===== src/rtl/vga_rx_monitor.sv =====
// Sink-side 640x480@60 VGA timing monitor: recovers (x, y), checks sync timing, reports lock/errors.
// Latency: pin sample at cycle n appears on all outputs at cycle n+2.
// Backpressure: none; the pixel stream is free-running and the monitor never stalls it.
module vga_rx_monitor #(
    parameter int H_ACTIVE = 640,
    parameter int H_FP     = 16,
    parameter int H_SYNC   = 96,
    parameter int H_BP     = 48,
    parameter int V_ACTIVE = 480,
    parameter int V_FP     = 10,
    parameter int V_SYNC   = 2,
    parameter int V_BP     = 33
) (
    input  logic       clk,
    input  logic       reset,
    input  logic       iVGA_HS,
    input  logic       iVGA_VS,
    input  logic       iVGA_R,
    input  logic       iVGA_G,
    input  logic       iVGA_B,
    output logic [9:0] oX,
    output logic [9:0] oY,
    output logic       oPix_valid,
    output logic       oRed,
    output logic       oGreen,
    output logic       oBlue,
    output logic       oFrame_start,
    output logic       oLocked,
    output logic       oH_err,
    output logic       oV_err,
    output logic [7:0] oErr_count
);

    localparam logic [9:0] H_TOTAL = 10'(H_ACTIVE + H_FP + H_SYNC + H_BP);
    localparam logic [9:0] V_TOTAL = 10'(V_ACTIVE + V_FP + V_SYNC + V_BP);
    localparam logic [9:0] H_SW    = 10'(H_SYNC);
    localparam logic [9:0] V_SW    = 10'(V_SYNC);
    localparam logic [9:0] H_ST    = 10'(H_SYNC + H_BP);
    localparam logic [9:0] H_END   = 10'(H_SYNC + H_BP + H_ACTIVE);
    localparam logic [9:0] V_ST    = 10'(V_SYNC + V_BP);
    localparam logic [9:0] V_END   = 10'(V_SYNC + V_BP + V_ACTIVE);

    typedef enum logic [1:0] {SEARCH, H_ACQ, V_ACQ, LOCKED} state_t;

    state_t     state, state_nxt;
    logic       hs_a, vs_a, hs_d, vs_line;
    logic [2:0] rgb_a;
    logic [9:0] h_pos, v_pos, h_cur, v_cur;
    logic       hs_fall, hs_rise, vs_fall, vs_rise;
    logic       h_bad, v_bad, h_err, v_err;
    logic       frame_start, active, pix_vld;

    // Syncs reset high so that reset release never looks like a falling edge.
    always_ff @(posedge clk or negedge reset) begin
        if (!reset) begin
            hs_a  <= 1'b1;
            vs_a  <= 1'b1;
            hs_d  <= 1'b1;
            rgb_a <= 3'b000;
        end else begin
            hs_a  <= iVGA_HS;
            vs_a  <= iVGA_VS;
            hs_d  <= hs_a;
            rgb_a <= {iVGA_R, iVGA_G, iVGA_B};
        end
    end

    always_comb begin
        hs_fall = hs_d & ~hs_a;
        hs_rise = ~hs_d & hs_a;
        vs_fall = hs_fall & vs_line & ~vs_a;
        vs_rise = hs_fall & ~vs_line & vs_a;

        h_cur = (h_pos == H_TOTAL) ? H_TOTAL : h_pos + 10'd1;
        if (hs_fall) begin
            h_cur = 10'd0;
        end
        v_cur = v_pos;
        if (vs_fall) begin
            v_cur = 10'd0;
        end else if (hs_fall) begin
            v_cur = (v_pos == V_TOTAL) ? V_TOTAL : v_pos + 10'd1;
        end

        // h_pos is the count of the previous cycle; h_cur is this cycle's position.
        h_bad = (hs_fall && h_pos != H_TOTAL - 10'd1)
             || (hs_rise && h_cur != H_SW)
             || (!hs_fall && h_cur == H_TOTAL && h_pos != H_TOTAL);
        v_bad = (vs_fall && state == LOCKED && v_pos != V_TOTAL - 10'd1)
             || (vs_rise && v_cur != V_SW)
             || (hs_fall && !vs_fall && v_cur == V_TOTAL && v_pos != V_TOTAL);
        h_err = (state != SEARCH) && h_bad;
        v_err = (state == V_ACQ || state == LOCKED) && v_bad;

        state_nxt   = state;
        frame_start = 1'b0;
        if (h_err || v_err) begin
            state_nxt = SEARCH;
        end else begin
            case (state)
                SEARCH:  if (hs_fall) state_nxt = H_ACQ;
                // Reaching a clean fall means both period and sync width were good.
                H_ACQ:   if (hs_fall) state_nxt = V_ACQ;
                V_ACQ: begin
                    if (vs_fall) begin
                        state_nxt   = LOCKED;
                        frame_start = 1'b1;
                    end
                end
                LOCKED:  frame_start = vs_fall;
                default: state_nxt = SEARCH;
            endcase
        end

        active  = (h_cur >= H_ST) && (h_cur < H_END) && (v_cur >= V_ST) && (v_cur < V_END);
        pix_vld = (state_nxt == LOCKED) && active;
    end

    always_ff @(posedge clk or negedge reset) begin
        if (!reset) begin
            state   <= SEARCH;
            h_pos   <= 10'd0;
            v_pos   <= 10'd0;
            vs_line <= 1'b1;
        end else begin
            state <= state_nxt;
            h_pos <= h_cur;
            v_pos <= v_cur;
            if (hs_fall) begin
                vs_line <= vs_a;
            end
        end
    end

    always_ff @(posedge clk or negedge reset) begin
        if (!reset) begin
            oX           <= 10'd0;
            oY           <= 10'd0;
            oPix_valid   <= 1'b0;
            oRed         <= 1'b0;
            oGreen       <= 1'b0;
            oBlue        <= 1'b0;
            oFrame_start <= 1'b0;
            oLocked      <= 1'b0;
            oH_err       <= 1'b0;
            oV_err       <= 1'b0;
            oErr_count   <= 8'd0;
        end else begin
            oPix_valid             <= pix_vld;
            oX                     <= pix_vld ? h_cur - H_ST : 10'd0;
            oY                     <= pix_vld ? v_cur - V_ST : 10'd0;
            {oRed, oGreen, oBlue}  <= pix_vld ? rgb_a : 3'b000;
            oFrame_start           <= frame_start;
            oLocked                <= (state_nxt == LOCKED);
            oH_err                 <= h_err;
            oV_err                 <= v_err;
            if ((h_err || v_err) && oErr_count != 8'hFF) begin
                oErr_count <= oErr_count + 8'd1;
            end
        end
    end

endmodule


===== config.mk =====
export PLATFORM = sky130hd
export DESIGN_NAME = vga_rx_monitor
export DESIGN_NICKNAME = d
export VERILOG_FILES = /design/src/rtl/vga_rx_monitor.sv
export SDC_FILE = /design/constraint.sdc
export NUM_CORES = 1
export LEC_CHECK = 0
export CORE_MARGIN = 4
export CORE_UTILIZATION = 35
export CTS_CLUSTER_SIZE = 28
export DETAILED_ROUTE_END_ITERATION = 6
export GPL_ROUTABILITY_DRIVEN = 0
export SETUP_SLACK_MARGIN = 0.15
export SLEW_MARGIN = 20
export SYNTH_ARGS = -nofsm -noshare
export SYNTH_HDL_FRONTEND = slang
export SYNTH_SLANG_ARGS = --single-unit
export TNS_END_PERCENT = 1

===== constraint.sdc =====
create_clock -name clk -period 3.9 [get_ports clk]
set_input_delay 0.78 -clock clk [delete_from_list [all_inputs] [get_ports clk]]
set_output_delay 0.78 -clock clk [all_outputs]
set_load 0.02 [all_outputs]

==> metrics.json, run 1 <==
{
  "design.die.area_sq_um": 11400,
  "fin_crit_sh_pct": 87.5,
  "cap_viol_max_count": 0,
  "syn-num-nets": 358,
  "netlist_instances": 339,
  "cp_data_arrival_time_ns": 3.63,
  "clockPowerShare_pct": 31.3,
  "final_layout_size_suffix_gt1_share_pct": 12.6,
  "postLayoutCoreUtil_pct": 44.4,
  "drt_drc_violations_left": 0,
  "detailroute.via_count": 2643,
  "area_growth_syn_to_layout_pct": 22.2,
  "netlist.top_cell.by_area": "sky130_fd_sc_hd__dfrtp_1",
  "power.leakage_nw": 1.75,
  "power.share.switching_pct": 33.0,
  "share_comb_of_total_power_pct": 25.4,
  "nets": 402,
  "max_freq_ghz": 0.293,
  "tightestPinTransition_ns": 0.811,
  "synth_flop_cell": "sky130_fd_sc_hd__dfrtp_1",
  "cts-buffers-inserted": 9,
  "final_hold_slack_ns": 0.391,
  "final_common_cell": "sky130_fd_sc_hd__dfrtp_1",
  "grt_pass1_wl_um": 12900,
  "maxSlewHeadroom_pct": 45.4,
  "ctsHtreeMaxLevel": 3,
  "netlist.area_leader.share_pct": 44.9,
  "postCtsSetupRepairBufs": 0,
  "crit_path_max_incr_delay_ns": 0.47,
  "dominant_cell_type_by_count_on_the_critical_path": "sky130_fd_sc_hd__inv_1",
  "hold_class": "reg2reg",
  "placementRows": 35,
  "number_of_instances_resized_during_post_cts_repair": 0,
  "intPower_mw": 1.36,
  "power.ir.vdd_worst_mv": 0.201,
  "path_max_fanout": 11,
  "grt_max_degree": 37,
  "min_period_ns": 3.41,
  "number_of_synthesized_flops_with_an_enable_pin": 0,
  "floorplan.die.height_um": 107,
  "endpoint_kind_of_the_worst_setup_timing_path": "register",
  "drt_first_pass_iters": 4,
  "post_synth_main_area_contributors": "sky130_fd_sc_hd__dfrtp_1, sky130_fd_sc_hd__xnor2_1, sky130_fd_sc_hd__nor2_1, sky130_fd_sc_hd__ha_1, sky130_fd_sc_hd__dfstp_2",
  "fillCellCount": 898,
  "io_pins": 43,
  "first_global_vias": 2612,
  "required_time_of_the_worst_setup_path_ns": 4.12,
  "report.final.setup_viol": 0,
  "worstSetupPathDepth": 13,
  "avgViaCountPerCell": 5.11,
  "cts_tree": "yes",
  "io_buffer_count": 42,
  "final_max_slew_viol_count": 0,
  "cp_slowest_cell": "sky130_fd_sc_hd__o41a_1",
  "postRouteWirelength_um": 7530,
  "synth.yosys.warnings": 0,
  "cts_max_path_buffers": 2,
  "net-switching-power_uw": 668,
  "crit_path_cell_trace": "nor4b_2 > a31oi_1 > nor2_1 > or2_2 > inv_1 > ha_1 > o41a_1 > o22ai_1 > a211oi_1 > nand3_1 > buf_4 > inv_1 > and2_1",
  "clk-insertion-delay-late_ns": 0.34,
  "die_x_um": 107,
  "grtUsageTotal_pct": 14.1,
  "critical_path_class": "reg2reg",
  "crit_family": "simple AND/OR/NAND/NOR gates",
  "cts_sinks": 65,
  "antenna_left": 0,
  "place.detailed.hpwl_um": 5460,
  "grt_setup_unrepaired": "no",
  "timing.hold.worst_path_depth": 0,
  "commonest_non_fill_non_tap_cells_in_the_layout": "sky130_fd_sc_hd__dfrtp_1, sky130_fd_sc_hd__nor2_1, sky130_fd_sc_hd__clkdlybuf4s50_1",
  "critical_path_buf_inv_count": 3,
  "ctsRootBufferMaster": "sky130_fd_sc_hd__clkbuf_8",
  "asyncSetResetFlopFracSynth_pct": 100,
  "synth_cell_types": 67,
  "synth.yosys.seq_area_share_pct": 48.0,
  "cts.clk_slew.worst_paths_ns": 0.07,
  "average_wire_length_per_cell_after_detail_routing_um": 14.6,
  "cell_area_after_synthesis_sq_um": 3400,
  "reg2reg_depth": 13,
  "setup_total_negative_slack_ns": 0,
  "timing.final.hold_violations": 0,
  "core_area_sq_um": 9370,
  "antenna-diode-count": 0,
  "seq_power_share_pct": 43.3,
  "drtIter0Drc": 253,
  "fin_worst_skew_ns": 0.0137,
  "initial_utilization_pct": 36.3,
  "status": "complete, no violations",
  "power-per-cell-area_nw_per_um2": 487,
  "cts-hold-fix-buffers": 0,
  "grt_antenna_before_repair": 0,
  "ys_ff_latch": 65,
  "grt_overflow_total": 0,
  "startpoint_type": "register",
  "avg_inst_size_synth_sq_um": 10.0
}
[registers in the layout (all words and copies together) (netlist names)]
signal and flops:
h_pos 10, vs_a 1, oV_err 1, oH_err 1
oGreen 1, oLocked 1, oY 10, oBlue 1
oRed 1, hs_d 1, vs_line 1, rgb_a 3
oPix_valid 1, oFrame_start 1, v_pos 10, oErr_count 8
state 2, oX 10, hs_a 1
[logic make-up after synthesis]
kind of cell             synth area share (%)
multiplexers                             1.65
buffers and inverters                    4.01
AO/OA/AOI/OAI                            12.2
flip-flops                               48.0
adder cells (fa/ha/maj)                  4.41
XOR/XNOR                                 7.21
AND/OR/NAND/NOR                          22.5
[through the flow]
| step | area (sq um) | setup slack (ns) | std cells | power, mW |
|---|---|---|---|---|
| 2_1_floorplan | 3400 | 0.848 | 339 | 1.22 |
| 3_3_place_gp | 3940 | 0.458 | 501 | 1.39 |
| 3_5_place_dp | 3940 | 0.496 | 501 | 1.40 |
| 4_1_cts | 4160 | 0.461 | 517 | 2.04 |
| 5_1_grt | 4160 | 0.174 | 517 | 2.16 |
| 6_report | 4160 | 0.487 | 517 | 2.02 |
[layout make-up]
type,instances,area (sq um),area share [%]
Clock buffer,11,141,3.40
Tap cell,129,161,3.88
Inverter,17,63.8,1.54
Clock inverter,5,78.8,1.90
Timing Repair Buffer,46,445,10.7
Multi-Input combinational cell,244,1630,39.3
Sequential cell,65,1630,39.3
[cell usage after synthesis (5+ instances only)]
| library cell | count |
|---|---|
| sky130_fd_sc_hd__dfrtp_1 | 61 |
| sky130_fd_sc_hd__nor2_1 | 50 |
| sky130_fd_sc_hd__xnor2_1 | 24 |
| sky130_fd_sc_hd__nand2_1 | 16 |
| sky130_fd_sc_hd__nand3_1 | 16 |
| sky130_fd_sc_hd__inv_1 | 15 |
| sky130_fd_sc_hd__ha_1 | 12 |
| sky130_fd_sc_hd__a21oi_1 | 11 |
| sky130_fd_sc_hd__nor3_1 | 11 |
| sky130_fd_sc_hd__o21ai_0 | 8 |
| sky130_fd_sc_hd__buf_2 | 7 |
| sky130_fd_sc_hd__and3_1 | 6 |
| sky130_fd_sc_hd__a31oi_1 | 5 |
[power by group through the flow]
| stage | Clock [mW] | Combinational [mW] | Sequential, mW |
|---|---|---|---|
| floorplan | 0 | 0.340 | 0.878 |
| global placement | 0 | 0.512 | 0.880 |
| detailed placement | 0 | 0.515 | 0.883 |
| CTS | 0.649 | 0.518 | 0.872 |
| global route | 0.688 | 0.574 | 0.894 |
| finish | 0.634 | 0.514 | 0.875 |
[path summary, 6_finish.rpt]
kind,from,to,slack [ns]
min,hs_a,hs_d,0.39
max reg2reg,v_pos[4],oRed,0.49
max,v_pos[4],oRed,0.49
max in group asynchronous,reset,oX[7],2.60
min in group asynchronous,reset,v_pos[8],0.54
min reg2reg,hs_a,hs_d,0.39
[layer usage]
metal  global-route usage, %  share of wire [%]  vias to the layer above
met5                       0                  0                        -
met4                    5.48                1.1                        0
met3                    4.39                5.8                        6
met2                    21.0                 45                       80
met1                    19.3                 48                     1263
li1                        -                  -                     1294
Power figures use the tool's default switching activity.
==> run 2, diff against run 1 <==
--- a/config.mk
+++ b/config.mk
@@ -11,7 +11,7 @@
 export DETAILED_ROUTE_END_ITERATION = 6
 export GPL_ROUTABILITY_DRIVEN = 0
 export SETUP_SLACK_MARGIN = 0.15
-export SLEW_MARGIN = 20
+export SLEW_MARGIN = 0
 export SYNTH_ARGS = -nofsm -noshare
 export SYNTH_HDL_FRONTEND = slang
 export SYNTH_SLANG_ARGS = --single-unit
==> constraint.sdc (replaced) <==
create_clock -name clk -period 3.9 [get_ports clk]
set_input_delay 0.585 -clock clk [delete_from_list [all_inputs] [get_ports clk]]
set_output_delay 0.585 -clock clk [all_outputs]
set_load 0.02 [all_outputs]
==> run 2 against run 1 <==
  * Worst hold slack got worse by 0.20 ns
  * Utilization fell by 0.69 points
  * Critical path type unchanged
  * Count of clock-buffer cells in the layout rose by 1
==> metrics.json, run 2 (synthesis results as in run 1) <==
{
  "path_max_fanout": {"value": 11, "change": "unchanged"},
  "die_x": {"value": 107, "unit": "um", "change": "unchanged"},
  "stdcell_area": {"value": 4090, "unit": "sq um", "change": "-1.6%"},
  "critical_path_class": "reg2reg",
  "net-switching-power": {"value": 662, "unit": "uW", "change": "-0.88%"},
  "crit_path_cell_trace": "nor4b_2 > a31oi_1 > nor2_1 > or2_2 > inv_1 > ha_1 > nor3_1 > nand3_1 > a211oi_1 > nand3_1 > buf_4 > inv_1 > and2_1",
  "crit_path_max_incr_delay": {"value": 0.46, "unit": "ns", "change": "about the same"},
  "grt_overflow_total": {"value": 0, "change": "unchanged"},
  "postRouteWirelength": {"value": 7600, "unit": "um", "change": "+0.86%"},
  "min_period": {"value": 3.40, "unit": "ns", "change": "-0.0149 ns"},
  "cts_sinks": {"value": 65, "change": "unchanged"},
  "number_of_instances_resized_during_post_cts_repair": {"value": 0, "change": "unchanged"},
  "cts-hold-fix-buffers": {"value": 0, "change": "unchanged"},
  "final_max_slew_viol_count": {"value": 0, "change": "unchanged"},
  "intPower": {"value": 1.22, "unit": "mW", "change": "-9.9%"},
  "clk-insertion-delay-late": {"value": 0.34, "unit": "ns", "change": "about the same"},
  "report.final.setup_viol": {"value": 0, "change": "unchanged"},
  "core_area": {"value": 9370, "unit": "sq um", "change": "unchanged"},
  "grt_pass1_wl": {"value": 12900, "unit": "um", "change": "-0.32%"},
  "antenna_left": {"value": 0, "change": "unchanged"},
  "startpoint_type": "register",
  "status": "complete, no violations",
  "total_power": {"value": 1.88, "unit": "mW", "change": "-6.9%"},
  "avgViaCountPerCell": {"value": 5.16, "change": "+0.84%"},
  "grt_setup_unrepaired": "no",
  "nets": {"value": 401, "change": "-0.25%"},
  "final_layout_size_suffix_gt1_share": {"value": 11.9, "unit": "%", "change": "-0.71 points"},
  "cts.clk_slew.worst_paths": {"value": 0.07, "unit": "ns", "change": "about the same"},
  "power-per-cell-area": {"value": 460, "unit": "nW/um^2", "change": "-5.4%"},
  "area_occupied_by_multi_input_gates": {"value": 1630, "unit": "sq um", "change": "unchanged"},
  "io_pins": {"value": 43, "change": "unchanged"},
  "share_comb_of_total_power": {"value": 27.3, "unit": "%", "change": "+1.9 points"},
  "placedInstanceArea": {"value": 3930, "unit": "sq um", "change": "-0.19%"},
  "final_common_cell": "sky130_fd_sc_hd__dfrtp_1",
  "fillCellCount": {"value": 926, "change": "+3.1%"},
  "fin_worst_skew": {"value": 0.00626, "unit": "ns", "change": "-0.00743 ns"},
  "cap_viol_max_count": {"value": 0, "change": "unchanged"},
  "setup_total_negative_slack": {"value": 0, "unit": "ns", "change": "unchanged"},
  "ctsHtreeMaxLevel": {"value": 3, "change": "unchanged"},
  "seq_power_share": {"value": 46.6, "unit": "%", "change": "+3.3 points"},
  "io_buffer_count": {"value": 42, "change": "unchanged"},
  "area_growth_syn_to_layout_pct": 20.3,
  "required_time_of_the_worst_setup_path": {"value": 4.18, "unit": "ns", "change": "+0.06 ns"},
  "tightestPinTransition": {"value": 0.668, "unit": "ns", "change": "-0.143 ns"},
  "fin_crit_sh": {"value": 87.1, "unit": "%", "change": "-0.38 points"},
  "crit_family": "simple AND/OR/NAND/NOR gates",
  "r2r_slack": {"value": 0.50, "unit": "ns", "change": "about the same"},
  "maxSlewHeadroom": {"value": 55.0, "unit": "%", "change": "+9.6 points"},
  "critical_path_buf_inv_count": {"value": 3, "change": "unchanged"},
  "cts-buffers-inserted": {"value": 9, "change": "unchanged"},
  "max_freq": {"value": 0.294, "unit": "GHz", "change": "+0.44%"},
  "antenna-diode-count": {"value": 0, "change": "unchanged"},
  "initial_utilization": {"value": 36.3, "unit": "%", "change": "unchanged"},
  "commonest_non_fill_non_tap_cells_in_the_layout": "sky130_fd_sc_hd__dfrtp_1, sky130_fd_sc_hd__nor2_1, sky130_fd_sc_hd__clkdlybuf4s50_1",
  "power.ir.vdd_worst": {"value": 0.130, "unit": "mV", "change": "-36%"},
  "sequential_cell_area_in_the_final_layout": {"value": 1630, "unit": "sq um", "change": "unchanged"},
  "design.die.area": {"value": 11400, "unit": "sq um", "change": "unchanged"},
  "cts_max_path_buffers": {"value": 2, "change": "unchanged"},
  "postCtsSetupRepairBufs": {"value": 0, "change": "unchanged"},
  "hold_class": "in2async",
  "timing.final.hold_violations": {"value": 0, "change": "unchanged"},
  "grt_max_degree": {"value": 46, "change": "+24%"},
  "power.leakage": {"value": 1.71, "unit": "nW", "change": "-2.0%"},
  "clockPowerShare": {"value": 26.1, "unit": "%", "change": "-5.2 points"},
  "drt_drc_violations_left": {"value": 0, "change": "unchanged"},
  "cp_data_arrival_time": {"value": 3.68, "unit": "ns", "change": "+0.05 ns"},
  "ctsRootBufferMaster": "sky130_fd_sc_hd__clkbuf_8",
  "floorplan.die.height": {"value": 107, "unit": "um", "change": "unchanged"},
  "power.share.switching": {"value": 35.1, "unit": "%", "change": "+2.1 points"},
  "grt_antenna_before_repair": {"value": 0, "change": "unchanged"},
  "first_global_vias": {"value": 2622, "change": "+0.38%"},
  "cp_slowest_cell": "sky130_fd_sc_hd__dfrtp_1",
  "cts_tree": "yes",
  "place.detailed.hpwl": {"value": 5480, "unit": "um", "change": "+0.44%"},
  "grtUsageTotal": {"value": 14.3, "unit": "%", "change": "+0.12 points"},
  "average_wire_length_per_cell_after_detail_routing": {"value": 14.7, "unit": "um", "change": "+1.3%"},
  "drtIter0Drc": {"value": 229, "change": "-9.5%"},
  "endpoint_kind_of_the_worst_setup_timing_path": "register",
  "detailroute.via_count": {"value": 2655, "change": "+0.45%"},
  "drt_first_pass_iters": {"value": 5, "change": "+1"},
  "placementRows": {"value": 35, "change": "unchanged"}
}
run 2: final cells by class:
cell class / count / area share, %
multi-input combinational: 244 / 39.9
sequential: 65 / 39.9
timing repair buffer: 45 / 10.7
tap: 129 / 3.94
clock buffer: 12 / 3.55
inverter: 17 / 1.56
clock inverter: 3 / 0.428
run 2: power groups by stage:
stage / clock (mW) / combinational, mW / sequential, mW
floorplan: 0 / 0.340 / 0.878
global placement: 0 / 0.509 / 0.881
detailed placement: 0 / 0.513 / 0.885
CTS: 0.515 / 0.515 / 0.873
global route: 0.540 / 0.570 / 0.894
finish: 0.493 / 0.513 / 0.878
run 2: worst paths after layout:
check	from	end	cells after the start
worst max-delay path	v_pos[4]	oGreen	13
worst min-delay path	reset	v_pos[0]	1
worst max register to register	v_pos[4]	oGreen	13
worst min register to register	hs_a	hs_d	0
max in group asynchronous	reset	h_pos[6]	2
min in group clk	hs_a	hs_d	0
run 2: routing by layer:
metal | up-vias | part of all wire (%) | track usage [%]
met5 | - | 0 | 0
met4 | 0 | 1.3 | 5.57
met3 | 10 | 7.3 | 4.15
met2 | 100 | 44 | 21.2
met1 | 1259 | 47 | 19.6
li1 | 1286 | - | -
run 2: worst register-to-register path: stages, from the launching register on:
cell and delay (ns):
sky130_fd_sc_hd__dfrtp_1 0.46, sky130_fd_sc_hd__nor4b_2 0.40, sky130_fd_sc_hd__a31oi_1 0.16, sky130_fd_sc_hd__nor2_1 0.41, sky130_fd_sc_hd__or2_2 0.21, sky130_fd_sc_hd__inv_1 0.06
sky130_fd_sc_hd__ha_1 0.23, sky130_fd_sc_hd__nor3_1 0.40, sky130_fd_sc_hd__nand3_1 0.17, sky130_fd_sc_hd__a211oi_1 0.26, sky130_fd_sc_hd__nand3_1 0.13, sky130_fd_sc_hd__buf_4 0.20
sky130_fd_sc_hd__inv_1 0.11, sky130_fd_sc_hd__and2_1 0.13
run 2: stage by stage:
step | utilization [%] | cells | hold slack [ns] | setup WS, ns
final | 43.7 | 515 | 0.196 | 0.502
after global routing | 43.7 | 515 | 0.232 | 0.252
after CTS | 43.7 | 515 | 0.200 | 0.495
after detailed placement | 41.9 | 500 | 0.383 | 0.514
after global placement | 41.9 | 500 | 0.378 | 0.478
after floorplan | - | 339 | 0.289 | 0.848
